[config.mk]
export PLATFORM = sky130hd
export DESIGN_NAME = booth_seq_mul_ctrl_flat
export DESIGN_NICKNAME = d
export VERILOG_FILES = /design/src/rtl/booth_pkg.sv /design/src/rtl/booth_seq_mul_ctrl_if.sv /design/src/rtl/booth_seq_mul_ctrl_gen_prod.sv /design/src/rtl/booth_seq_mul_ctrl.sv /design/src/flat_wrapper.sv
export SDC_FILE = /design/constraint.sdc
export NUM_CORES = 1
export LEC_CHECK = 0
export BUFFER_PORTS_ARGS = -buffer_cell sky130_fd_sc_hd__buf_4
export CAP_MARGIN = 20
export CORE_MARGIN = 2
export CORE_UTILIZATION = 61
export DETAILED_ROUTE_END_ITERATION = 12
export PLACE_DENSITY_LB_ADDON = 0.3
export SLEW_MARGIN = 10
export SYNTH_ARGS = -nofsm -noshare
export SYNTH_HDL_FRONTEND = slang
export SYNTH_SLANG_ARGS = --single-unit
[constraint.sdc]
create_clock -name clk -period 8.25 [get_ports clk]
set_input_delay 0.4125 -clock clk [delete_from_list [all_inputs] [get_ports clk]]
set_output_delay 0.4125 -clock clk [all_outputs]
set_load 0.03 [all_outputs]
[src/rtl/booth_pkg.sv]
// Shared types and helpers for the sequential radix-4 Booth multiplier controller.
package booth_pkg;

  localparam int WIDTH  = 16;
  localparam int ITER   = WIDTH / 2;
  localparam int PROD_W = 32;

  typedef enum logic [1:0] {
    IDLE,
    RUN,
    DONE
  } state_t;

  typedef struct packed {
    logic neg;
    logic zero;
    logic one;
    logic two;
  } booth_ctl_t;

  // Radix-4 Booth digit for one overlapping multiplier triplet; neg only for non-zero digits.
  function automatic booth_ctl_t booth_enc(input logic [2:0] trip);
    booth_ctl_t c;
    c = '0;
    unique case (trip)
      3'b000, 3'b111: c.zero = 1'b1;
      3'b001, 3'b010: c.one  = 1'b1;
      3'b011:         c.two  = 1'b1;
      3'b100: begin
        c.two = 1'b1;
        c.neg = 1'b1;
      end
      3'b101, 3'b110: begin
        c.one = 1'b1;
        c.neg = 1'b1;
      end
      default:        c.zero = 1'b1;
    endcase
    return c;
  endfunction

endpackage

[src/rtl/booth_seq_mul_ctrl_if.sv]
// Operand and product handshake channels of the sequential Booth multiplier.
interface booth_seq_mul_ctrl_if;
  import booth_pkg::*;

  logic              in_valid;
  logic              in_ready;
  logic [WIDTH-1:0]  in_a;
  logic [WIDTH-1:0]  in_b;
  logic              out_valid;
  logic              out_ready;
  logic [PROD_W-1:0] out_prod;

  modport master (
    output in_valid, in_a, in_b, out_ready,
    input  in_ready, out_valid, out_prod
  );

  modport slave (
    input  in_valid, in_a, in_b, out_ready,
    output in_ready, out_valid, out_prod
  );

endinterface

[src/rtl/booth_seq_mul_ctrl_gen_prod.sv]
// Booth partial-product generator: selects 0, +-A or +-2A, sign-extended to the full product width.
module gen_prod
  import booth_pkg::*;
(
  input  logic [WIDTH-1:0]  a,
  input  booth_ctl_t        ctl,
  output logic [PROD_W-1:0] pp
);

  logic [PROD_W-1:0] mag;

  // Sign-extend before doubling so -32768 * 2 stays representable.
  always_comb begin
    mag = '0;
    if (ctl.zero) begin
      mag = '0;
    end else if (ctl.one) begin
      mag = {{(PROD_W-WIDTH){a[WIDTH-1]}}, a};
    end else if (ctl.two) begin
      mag = {{(PROD_W-WIDTH-1){a[WIDTH-1]}}, a, 1'b0};
    end
    pp = ctl.neg ? (~mag + 1'b1) : mag;
  end

endmodule

[src/rtl/booth_seq_mul_ctrl.sv]
// Iterative radix-4 Booth multiplier controller: one signed 16x16 multiply, two multiplier bits per cycle.
module booth_seq_mul_ctrl #(
  parameter int WIDTH      = 16,
  parameter int EARLY_DONE = 0
) (
  input  logic                  clk,
  input  logic                  rst,
  booth_seq_mul_ctrl_if.slave   bus,
  output logic                  busy
);
  import booth_pkg::*;

  state_t            state_q, state_d;
  logic [WIDTH-1:0]  a_q, a_d;
  logic [WIDTH:0]    b_ext_q, b_ext_d;
  logic [PROD_W-1:0] acc_q, acc_d;
  logic [PROD_W-1:0] prod_q, prod_d;
  logic [2:0]        cnt_q, cnt_d;

  logic [2:0]        trip;
  booth_ctl_t        ctl;
  logic [PROD_W-1:0] pp;
  logic [PROD_W-1:0] acc_sum;
  logic [4:0]        rest_lsb;
  logic [WIDTH:0]    rest_mask;
  logic [WIDTH:0]    rest_diff;
  logic              rest_uniform;
  logic              last_iter;

  gen_prod u_gen_prod (
    .a   (a_q),
    .ctl (ctl),
    .pp  (pp)
  );

  // Remaining triplets all encode zero once every multiplier bit above this one matches the sign.
  always_comb begin
    trip         = b_ext_q[{cnt_q, 1'b0} +: 3];
    ctl          = booth_enc(trip);
    acc_sum      = acc_q + (pp << {cnt_q, 1'b0});
    rest_lsb     = {1'b0, cnt_q, 1'b0} + 5'd2;
    rest_mask    = {(WIDTH+1){1'b1}} << rest_lsb;
    rest_diff    = b_ext_q ^ {(WIDTH+1){b_ext_q[WIDTH]}};
    rest_uniform = ((rest_diff & rest_mask) == '0);
    last_iter    = (cnt_q == 3'(ITER-1)) || ((EARLY_DONE != 0) && rest_uniform);
  end

  always_comb begin
    state_d = state_q;
    a_d     = a_q;
    b_ext_d = b_ext_q;
    acc_d   = acc_q;
    prod_d  = prod_q;
    cnt_d   = cnt_q;
    unique case (state_q)
      IDLE: begin
        if (bus.in_valid) begin
          state_d = RUN;
          a_d     = bus.in_a;
          b_ext_d = {bus.in_b, 1'b0};
          acc_d   = '0;
          cnt_d   = '0;
        end
      end
      RUN: begin
        acc_d = acc_sum;
        cnt_d = cnt_q + 3'd1;
        if (last_iter) begin
          state_d = DONE;
          prod_d  = acc_sum;
        end
      end
      DONE: begin
        if (bus.out_ready) begin
          state_d = IDLE;
        end
      end
      default: state_d = IDLE;
    endcase
  end

  always_ff @(posedge clk or posedge rst) begin
    if (rst) begin
      state_q <= IDLE;
      a_q     <= '0;
      b_ext_q <= '0;
      acc_q   <= '0;
      prod_q  <= '0;
      cnt_q   <= '0;
    end else begin
      state_q <= state_d;
      a_q     <= a_d;
      b_ext_q <= b_ext_d;
      acc_q   <= acc_d;
      prod_q  <= prod_d;
      cnt_q   <= cnt_d;
    end
  end

  assign bus.in_ready  = (state_q == IDLE);
  assign bus.out_valid = (state_q == DONE);
  assign bus.out_prod  = prod_q;
  assign busy          = (state_q == RUN);

endmodule
[src/flat_wrapper.sv]
// flat-port wrapper written by rule: the top's interface ports become plain ports
module booth_seq_mul_ctrl_flat import booth_pkg::*;
#(
  parameter int WIDTH      = 16,
  parameter int EARLY_DONE = 0
)
  (clk, rst, busy, bus_in_valid, bus_in_a, bus_in_b, bus_out_ready, bus_in_ready, bus_out_valid, bus_out_prod);
  booth_seq_mul_ctrl_if bus_i ();
  input  logic clk;
  input  logic rst;
  output logic busy;
  input wire logic [$bits(bus_i.in_valid)-1:0] bus_in_valid;
  input wire logic [$bits(bus_i.in_a)-1:0] bus_in_a;
  input wire logic [$bits(bus_i.in_b)-1:0] bus_in_b;
  input wire logic [$bits(bus_i.out_ready)-1:0] bus_out_ready;
  output wire logic [$bits(bus_i.in_ready)-1:0] bus_in_ready;
  output wire logic [$bits(bus_i.out_valid)-1:0] bus_out_valid;
  output wire logic [$bits(bus_i.out_prod)-1:0] bus_out_prod;
  assign bus_i.in_valid = bus_in_valid;
  assign bus_i.in_a = bus_in_a;
  assign bus_i.in_b = bus_in_b;
  assign bus_i.out_ready = bus_out_ready;
  assign bus_in_ready = bus_i.in_ready;
  assign bus_out_valid = bus_i.out_valid;
  assign bus_out_prod = bus_i.out_prod;
  booth_seq_mul_ctrl #(.WIDTH(WIDTH), .EARLY_DONE(EARLY_DONE)) u_core (.clk(clk), .rst(rst), .bus(bus_i), .busy(busy));
endmodule
==> results.yml, run 1 <==
status:
  status: "complete, no violations"
cts:
  cts_root_buf: "clkbuf_16"
  postCtsHoldBufs: 0
  cts.sinks: 101
  cts_tree: "yes"
  clock_latency_ns: 0.36
  path_clk_slew_ns: 0.07
  htreeDepth: 3
  cts_buffer_depth: 2
  postCtsSetupRepairBufs: 0
  numCtsBuffers: 9
critical_path:
  path_max_fanout: 32
  crit_path_frequent_cell: "nor3_1"
  start_kind: "register"
  required_ns: 8.49
  critPathTopFamily: "compound AO/OA/AOI/OAI gates"
  slowest_stage: "or3b_2"
  timing.rr.start: "u_core.cnt_q[0]"
  end_kind: "register"
  r2r_cells: 28
  cp.arrival_ns: 7.65
  rrSetupSlack_ns: 0.84
  reg2reg_to: "u_core.bus.out_prod[31]"
  critPathBufInv: 2
  critical_path.max_stage_delay_ns: 0.46
  crit_type: "register to register"
timing:
  final.setup.tns_ns: 0
  tightest_slew_ns: 0.9853
  timing.final.max_slew_violations: 0
  max_freq_mhz: 135.0
  min_period_ns: 7.407
  finalCritPeriodShare_pct: 89.78
  rsz0062_at_grt: "no"
  setup_viol: 0
  skew_ns: 0.01764
  slew_headroom_pct: 34.08
  finalHoldViolations: 0
global_routing:
  grt_pass1_wl_um: 31880
  antenna_found_initial: 0
  grt-ovfl-total: 0
  grt_pass1_vias: 6323
  grt_max_degree: 63
  grtUsageTotal_pct: 31.04
synth:
  syn_nets: 907
  synth_area_um2: 7351
  syn_avg_cell_area_um2: 8.856
  synth-main-ff-cell: "dfrtp_1"
  ys_types: 74
  yosys_warnings: 0
  synth_edf_count: 0
  synth_seq_cells: 101
  synthArstFlopShare_pct: 100.0
  yosysSeqAreaShare_pct: 34.38
  synth_cells: 830
placement:
  numPortBuffers: 70
  gp_congestion: 1.031
  dp_hpwl_um: 14110
routing:
  vias_per_cell: 6.240
  ant_nets: 0
  wl_per_cell_um: 18.61
  wl_um: 19150
  drc_errors: 0
  num_vias: 6421
  first_iter_violations: 526
  drt_first_pass_iters: 5
floorplan:
  initial_utilization_pct: 61.97
  std_cell_rows: 40
  dieArea_um2: 12940
  core_region_area_um2: 11860
  die_h_um: 113.8
  io_pins: 71
  die_w_um: 113.8
flow_run:
  drv_cap: 0
final_layout:
  layout.nets: 954
  area_delta_synth_final_pct: 12.03
  antenna_cells: 0
  drive_gt1_share_pct: 18.37
min_path:
  hold_class: "input pin to asynchronous set/reset pin"
==> cell families (layout without fill, tap and decap cells) <==
| kind of cell | Yosys count | after routing | share of synthesized area (%) |
|---|---|---|---|
| compound gates | 260 | 260 | 22.71 |
| xor+xnor | 36 | 36 | 4.477 |
| fa+ha+maj | 41 | 41 | 7.081 |
| buf+inv | 67 | 119 | 3.779 |
| flops | 101 | 101 | 34.38 |
| mux | 72 | 72 | 11.93 |
| simple gates | 253 | 253 | 15.64 |
==> synth_stat cells (3+ instances only) <==
cell type  count  area (um^2)
o211ai_1       4        30.03
nor3_1        15        75.07
a211o_1        5        43.79
nand4_1        6        37.54
nor2b_1       13        81.33
a211oi_1      10        75.07
mux2_2        41        461.7
nand2b_1      15        93.84
dfrtp_1      101         2527
nand2_1      109        409.1
xor2_1        19        166.4
a221oi_1       5        43.79
a22oi_1        4        30.03
mux4_2         6        135.1
mux2i_1       22        220.2
clkbuf_1      28        105.1
xnor2_1       16        140.1
and2_1         5        31.28
o21ai_0       83        415.4
a31oi_1        8        50.05
buf_4          3        22.52
nor2_1        55        206.5
o21ai_1        4        20.02
buf_2          6        30.03
and3_1         4        25.02
o21a_1         7        52.55
o21bai_1       6        45.04
a21oi_1       58        290.3
nand3_1       16        80.08
o22ai_1       17        106.4
a2111oi_0      4        35.03
o31ai_1        6        45.04
inv_1         20        75.07
a21o_1        14        105.1
ha_1          40        500.5
buf_1          8        30.03
nor4_1         3        18.77
==> worst max path at each step <==
stage	from	endpoint	slack, ns	cells after the start
after floorplan	u_core.cnt_q[0]	u_core.bus.out_prod[31]	1.35	32
after global placement	u_core.cnt_q[0]	u_core.bus.out_prod[31]	1.07	30
after detailed placement	u_core.cnt_q[0]	u_core.bus.out_prod[31]	0.80	30
after CTS	u_core.cnt_q[0]	u_core.bus.out_prod[31]	0.76	30
after global routing	u_core.cnt_q[0]	u_core.bus.out_prod[31]	0.18	30
final	u_core.cnt_q[0]	u_core.bus.out_prod[31]	0.84	28
==> repair_timing <==
| item | CTS | global route |
|---|---|---|
| endpoints found under the setup margin | 0 | 3 |
| gates resized for setup | 0 | 1 |
| endpoints found under the hold margin | 0 | 0 |
==> flip-flops by register name, indices dropped and copies added (netlist names) <==
signal               count
u_core.cnt_q             3
u_core.state_q           2
u_core.bus.out_prod     32
u_core.b_ext_q          16
u_core.a_q              16
u_core.acc_q            32
==> routing by layer <==
layer,share of wire [%],vias up,wire length [um],GRT usage [%]
met4,1.5,0,288,8.049
met2,46,199,8818,49.82
met1,47,3089,8937,43.84
li1,-,3108,-,-
met3,5.8,25,1107,5.632
met5,0,-,0,0
==> worst reg2reg max path: cells and delay by family, from the launching register on <==
family                     cells  cell delay, ns
AOI/OAI and AO/OA             12            2.40
and+or+nand+nor                8            1.96
muxes                          3            0.83
adders and majority gates      2            0.80
buffers and inverters          2            0.61
DFF                            1            0.45
xor gates and xnor gates       1            0.23
==> metrics by stage <==
step	hold slack [ns]	util [%]	setup slack, ns	cell area [um^2]	instances
5_1_grt	0.1986	69.43	0.1762	8235	1029
6_report	0.1457	69.43	0.8428	8235	1029
3_5_place_dp	0.4714	67.09	0.7998	7958	1013
3_3_place_gp	0.4629	67.09	1.066	7958	1013
2_1_floorplan	0.4563	-	1.355	7351	830
4_1_cts	0.1670	69.41	0.7640	8233	1029
==> layout by cell type, fill, tap and decap left out, drive strengths merged, types with 4 or more instances in the layout <==
cell type	n
o21ai	88
a211oi	10
dfrtp	101
xor2	19
nand2	109
nand2b	15
ha	40
and2	5
a31oi	9
xnor2	16
nand4	6
mux2	42
o21a	7
a21oi	59
clkbuf	10
o31ai	6
a22oi	4
o22ai	17
nand3	16
a2111oi	5
and3	4
clkinv	4
nor2b	13
nor2	55
buf	82
inv	22
mux2i	24
mux4	6
a21o	14
nor3	15
o211ai	4
a211o	5
o21bai	6
a221oi	5
==> cell type report <==
cell class                 instances  area [um^2]
tap                              147        183.9
sequential                       101         2527
clock inverter                     6        46.29
multi-input combinational        662         4552
clock buffer                      10        229.0
fill                             947         3626
inverter                          21        81.33
timing repair buffer              82        615.6
Power of run 1 is not shown: default switching activity piles up to over one toggle a cycle in this logic, so the estimate is an artifact.
==> run 2: changes to the inputs <==
--- a/config.mk
+++ b/config.mk
@@ -11,6 +11,7 @@
 export CORE_UTILIZATION = 61
 export DETAILED_ROUTE_END_ITERATION = 12
 export PLACE_DENSITY_LB_ADDON = 0.3
+export RECOVER_POWER = 50
 export SLEW_MARGIN = 10
 export SYNTH_ARGS = -nofsm -noshare
 export SYNTH_HDL_FRONTEND = slang
==> results.yml, run 2 (synthesized netlist as in run 1, its figures left out) <==
final_layout:
  seqCellArea_um2: 2527
  antenna_cells: 0
  nFillCells: 991
  drive_gt1_share_pct: 14.63
  layout.nets: 954
  layout_commonest_cell: "nand2_1"
  area_delta_synth_final_pct: 10.33
  final_cell_mix: "nand2_1 (108), dfrtp_1 (101), o21ai_0 (83), a21oi_1 (58), nor2_1 (55)"
  multiInputGateArea_um2: 4552
floorplan:
  std_cell_rows: 40
  die_h_um: 113.8
  io_pins: 71
  initial_utilization_pct: 61.97
  dieArea_um2: 12940
  die_w_um: 113.8
  core_region_area_um2: 11860
cts:
  cts_tree: "yes"
  numCtsBuffers: 9
  htreeDepth: 3
  cts.sinks: 101
  postCtsHoldBufs: 0
  clock_latency_ns: 0.36
  postCtsSetupRepairBufs: 0
  path_clk_slew_ns: 0.07
  cts_buffer_depth: 2
  cts-resized-gates: 0
  cts_root_buf: "clkbuf_16"
timing:
  finalCritPeriodShare_pct: 89.93
  timing.final.max_slew_violations: 104
  finalHoldViolations: 0
  max_freq_mhz: 134.8
  rsz0062_at_grt: "no"
  slew_headroom_pct: -78.40
  min_period_ns: 7.419
  setup_viol: 0
  final.setup.tns_ns: 0
  skew_ns: 0.01772
  tightest_slew_ns: 2.676
global_routing:
  antenna_found_initial: 0
  grt_pass1_wl_um: 31880
  grtUsageTotal_pct: 31.04
  grt-ovfl-total: 0
  grt_max_degree: 63
  grt_pass1_vias: 6323
critical_path:
  crit_type: "register to register"
  required_ns: 8.49
  slowest_stage: "or3b_2"
  start_kind: "register"
  crit_path_frequent_cell: "nor3_1"
  critical_path.max_stage_delay_ns: 0.46
  cp.arrival_ns: 7.66
  end_kind: "register"
  path_max_fanout: 32
placement:
  numPortBuffers: 70
  gp_congestion: 1.031
  dp_hpwl_um: 14110
routing:
  drc_errors: 0
  wl_per_cell_um: 18.56
  num_vias: 6444
  ant_nets: 0
  wl_um: 19100
  drt_first_pass_iters: 5
  first_iter_violations: 528
  vias_per_cell: 6.262
flow_run:
  drv_cap: 2
status:
  violations: "max-capacitance violations, max-slew violations"
  status: "finished, violations left"
min_path:
  hold_class: "input pin to register"
## run 2: metal layers
metal / vias to the layer above / global-route usage, % / routed length (um)
met5: - / 0 / 0
met4: 0 / 8.049 / 291
met3: 26 / 5.632 / 1329
met2: 227 / 49.82 / 8771
met1: 3082 / 43.84 / 8710
li1: 3109 / - / -
## run 2: critical path, delay by kind of cell (launching register included)
| kind | cells | cell delay [ns] |
|---|---|---|
| mux | 3 | 0.82 |
| fa+ha+maj | 2 | 0.80 |
| simple gates | 8 | 1.97 |
| xor+xnor | 1 | 0.24 |
| compound gates | 12 | 2.42 |
| buf+inv | 2 | 0.61 |
| flops | 1 | 0.45 |
## run 2: final cells by class
cell class	count	area share, %
well taps	147	2.268
inverters	21	0.9873
clock buffers	10	2.823
flip-flops and latches	101	31.16
repair buffers	82	6.063
multi-input cells	662	56.12
clock inverters	6	0.5708
## run 2: through the flow
step                      area, um^2  util, %  worst slack [ns]  hold slack, ns  std cells
final                           8110    68.38            0.8310          0.2390       1029
after global routing            8110    68.38            0.1762          0.2628       1029
after CTS                       8233    69.41            0.7640          0.1670       1029
after detailed placement        7958    67.09            0.7998          0.4714       1013
after global placement          7958    67.09             1.066          0.4629       1013
after floorplan                 7351        -             1.355          0.4563        830
## run 2: final timing paths
kind / startpoint / end / slack [ns] / cells after the start
max: u_core.cnt_q[0] / u_core.bus.out_prod[31] / 0.83 / 28
min: bus_out_ready / u_core.state_q[1] / 0.24 / 2
max reg2reg: u_core.cnt_q[0] / u_core.bus.out_prod[31] / 0.83 / 28
min reg2reg: u_core.bus.out_prod[19] / u_core.bus.out_prod[19] / 0.47 / 2
max in group asynchronous: rst / u_core.bus.out_prod[21] / 4.31 / 3
min in group asynchronous: rst / u_core.b_ext_q[9] / 0.67 / 2
Power of run 2 is left out for the same reason.
==> run 3: changes to the inputs <==
--- a/config.mk
+++ b/config.mk
@@ -7,8 +7,10 @@
 export LEC_CHECK = 0
 export BUFFER_PORTS_ARGS = -buffer_cell sky130_fd_sc_hd__buf_4
 export CAP_MARGIN = 20
+export CELL_PAD_IN_SITES_DETAIL_PLACEMENT = 0
+export CELL_PAD_IN_SITES_GLOBAL_PLACEMENT = 1
 export CORE_MARGIN = 2
-export CORE_UTILIZATION = 61
+export CORE_UTILIZATION = 46
 export DETAILED_ROUTE_END_ITERATION = 12
 export PLACE_DENSITY_LB_ADDON = 0.3
 export RECOVER_POWER = 50
==> results.yml, run 3 (synthesized netlist as in run 1, its figures left out) <==
floorplan:
  die_w_um: 130.4
  die_h_um: 130.4
  dieArea_um2: 17010
  std_cell_rows: 46
  io_pins: 71
  initial_utilization_pct: 46.61
  core_region_area_um2: 15770
global_routing:
  antenna_found_initial: 0
  grt_max_degree: 65
  grt_pass1_vias: 6058
  grt-ovfl-total: 0
  grtUsageTotal_pct: 24.22
  grt_pass1_wl_um: 32130
timing:
  skew_ns: 0.009541
  finalHoldViolations: 0
  timing.final.max_slew_violations: 104
  max_freq_mhz: 133.1
  setup_viol: 0
  final.setup.tns_ns: 0
  finalCritPeriodShare_pct: 91.08
  rsz0062_at_grt: "no"
  slew_headroom_pct: -127.8
  min_period_ns: 7.514
  finalWorstSetupSlack_ns: 0.7358
  tightest_slew_ns: 3.418
final_layout:
  final_cell_mix: "nand2_1 (108), dfrtp_1 (101), o21ai_0 (83), a21oi_1 (58), nor2_1 (55)"
  layout_commonest_cell: "nand2_1"
  seqCellArea_um2: 2527
  layout.nets: 953
  area_delta_synth_final_pct: 11.73
  antenna_cells: 0
  drive_gt1_share_pct: 14.53
  multiInputGateArea_um2: 4552
  nFillCells: 1536
placement:
  gp_congestion: 0.9072
  numPortBuffers: 70
  pre_cts_ws_ns: 0.3967
  dp_hpwl_um: 14770
status:
  status: "finished, violations left"
  violations: "max-capacitance violations, max-slew violations"
cts:
  cts_root_buf: "clkbuf_16"
  clock_latency_ns: 0.36
  path_clk_slew_ns: 0.07
  numCtsBuffers: 9
  cts-resized-gates: 0
  htreeDepth: 3
  postCtsSetupRepairBufs: 0
  cts.sinks: 101
  postCtsHoldBufs: 0
  cts_tree: "yes"
  cts_buffer_depth: 2
critical_path:
  timing.rr.start: "u_core.cnt_q[1]"
  critical_path.max_stage_delay_ns: 0.57
  end_kind: "register"
  critPathTopFamily: "compound AO/OA/AOI/OAI gates"
  slowest_stage: "dfrtp_1"
  start_kind: "register"
  cp.arrival_ns: 7.72
  cp-startpoint: "u_core.cnt_q[1]"
  path_max_fanout: 20
  crit_type: "register to register"
  critPathBufInv: 2
  required_ns: 8.45
flow_run:
  drv_cap: 2
min_path:
  worstHoldStart: "bus_out_ready"
  hold_class: "input pin to register"
routing:
  vias_per_cell: 5.815
  ant_nets: 0
  first_iter_violations: 493
  wl_per_cell_um: 18.04
  drc_errors: 0
  num_vias: 6379
  wl_um: 19790
  drt_first_pass_iters: 5
## run 3: cell count changes in the layout (fill, tap and decap cells not counted)
| cell | before | now |
|---|---|---|
| clkbuf_8 | 0 | 1 |
| clkinv_4 | 1 | 2 |
| buf_4 | 48 | 46 |
| clkinv_2 | 2 | 0 |
| clkinvlp_4 | 1 | 2 |
| inv_6 | 1 | 0 |
| inv_8 | 1 | 2 |
| dlymetal6s2s_1 | 0 | 1 |
| clkbuf_1 | 34 | 33 |
## run 3: area by class of cell
class,count,area share [%]
well taps,216,3.291
flip-flops and latches,101,30.77
repair buffers,81,5.957
clock inverters,6,0.6703
inverters,21,0.9750
multi-input cells,662,55.42
clock buffers,10,2.910
## run 3: worst paths after layout
check	cells past startpoint	endpoint	slack [ns]
setup / recovery	29	u_core.bus.out_prod[29]	0.74
hold / removal	2	u_core.state_q[1]	0.24
setup reg to reg	29	u_core.bus.out_prod[29]	0.74
hold reg to reg	2	u_core.bus.out_prod[13]	0.48
max in group asynchronous	3	u_core.acc_q[7]	3.95
min in group asynchronous	2	u_core.b_ext_q[16]	0.44
## run 3: per-stage QoR
stage	cell area (um^2)	utilization [%]	hold slack [ns]	instances
after floorplan	7351	-	0.4563	830
after global placement	8029	50.91	0.4612	1080
after detailed placement	8029	50.91	0.4711	1080
after CTS	8323	52.78	0.08145	1096
after global routing	8213	52.08	0.2573	1097
final	8213	52.08	0.2426	1097
## run 3: per-layer routing
metal	up-vias	track usage (%)	share of wire, %	wire length (um)
li1	3124	-	-	-
met1	3046	35.12	48	9559
met2	172	36.59	45	8814
met3	37	3.420	4.4	862
met4	0	9.887	2.8	552
met5	-	0	0	0
Power of run 3 is left out for the same reason.
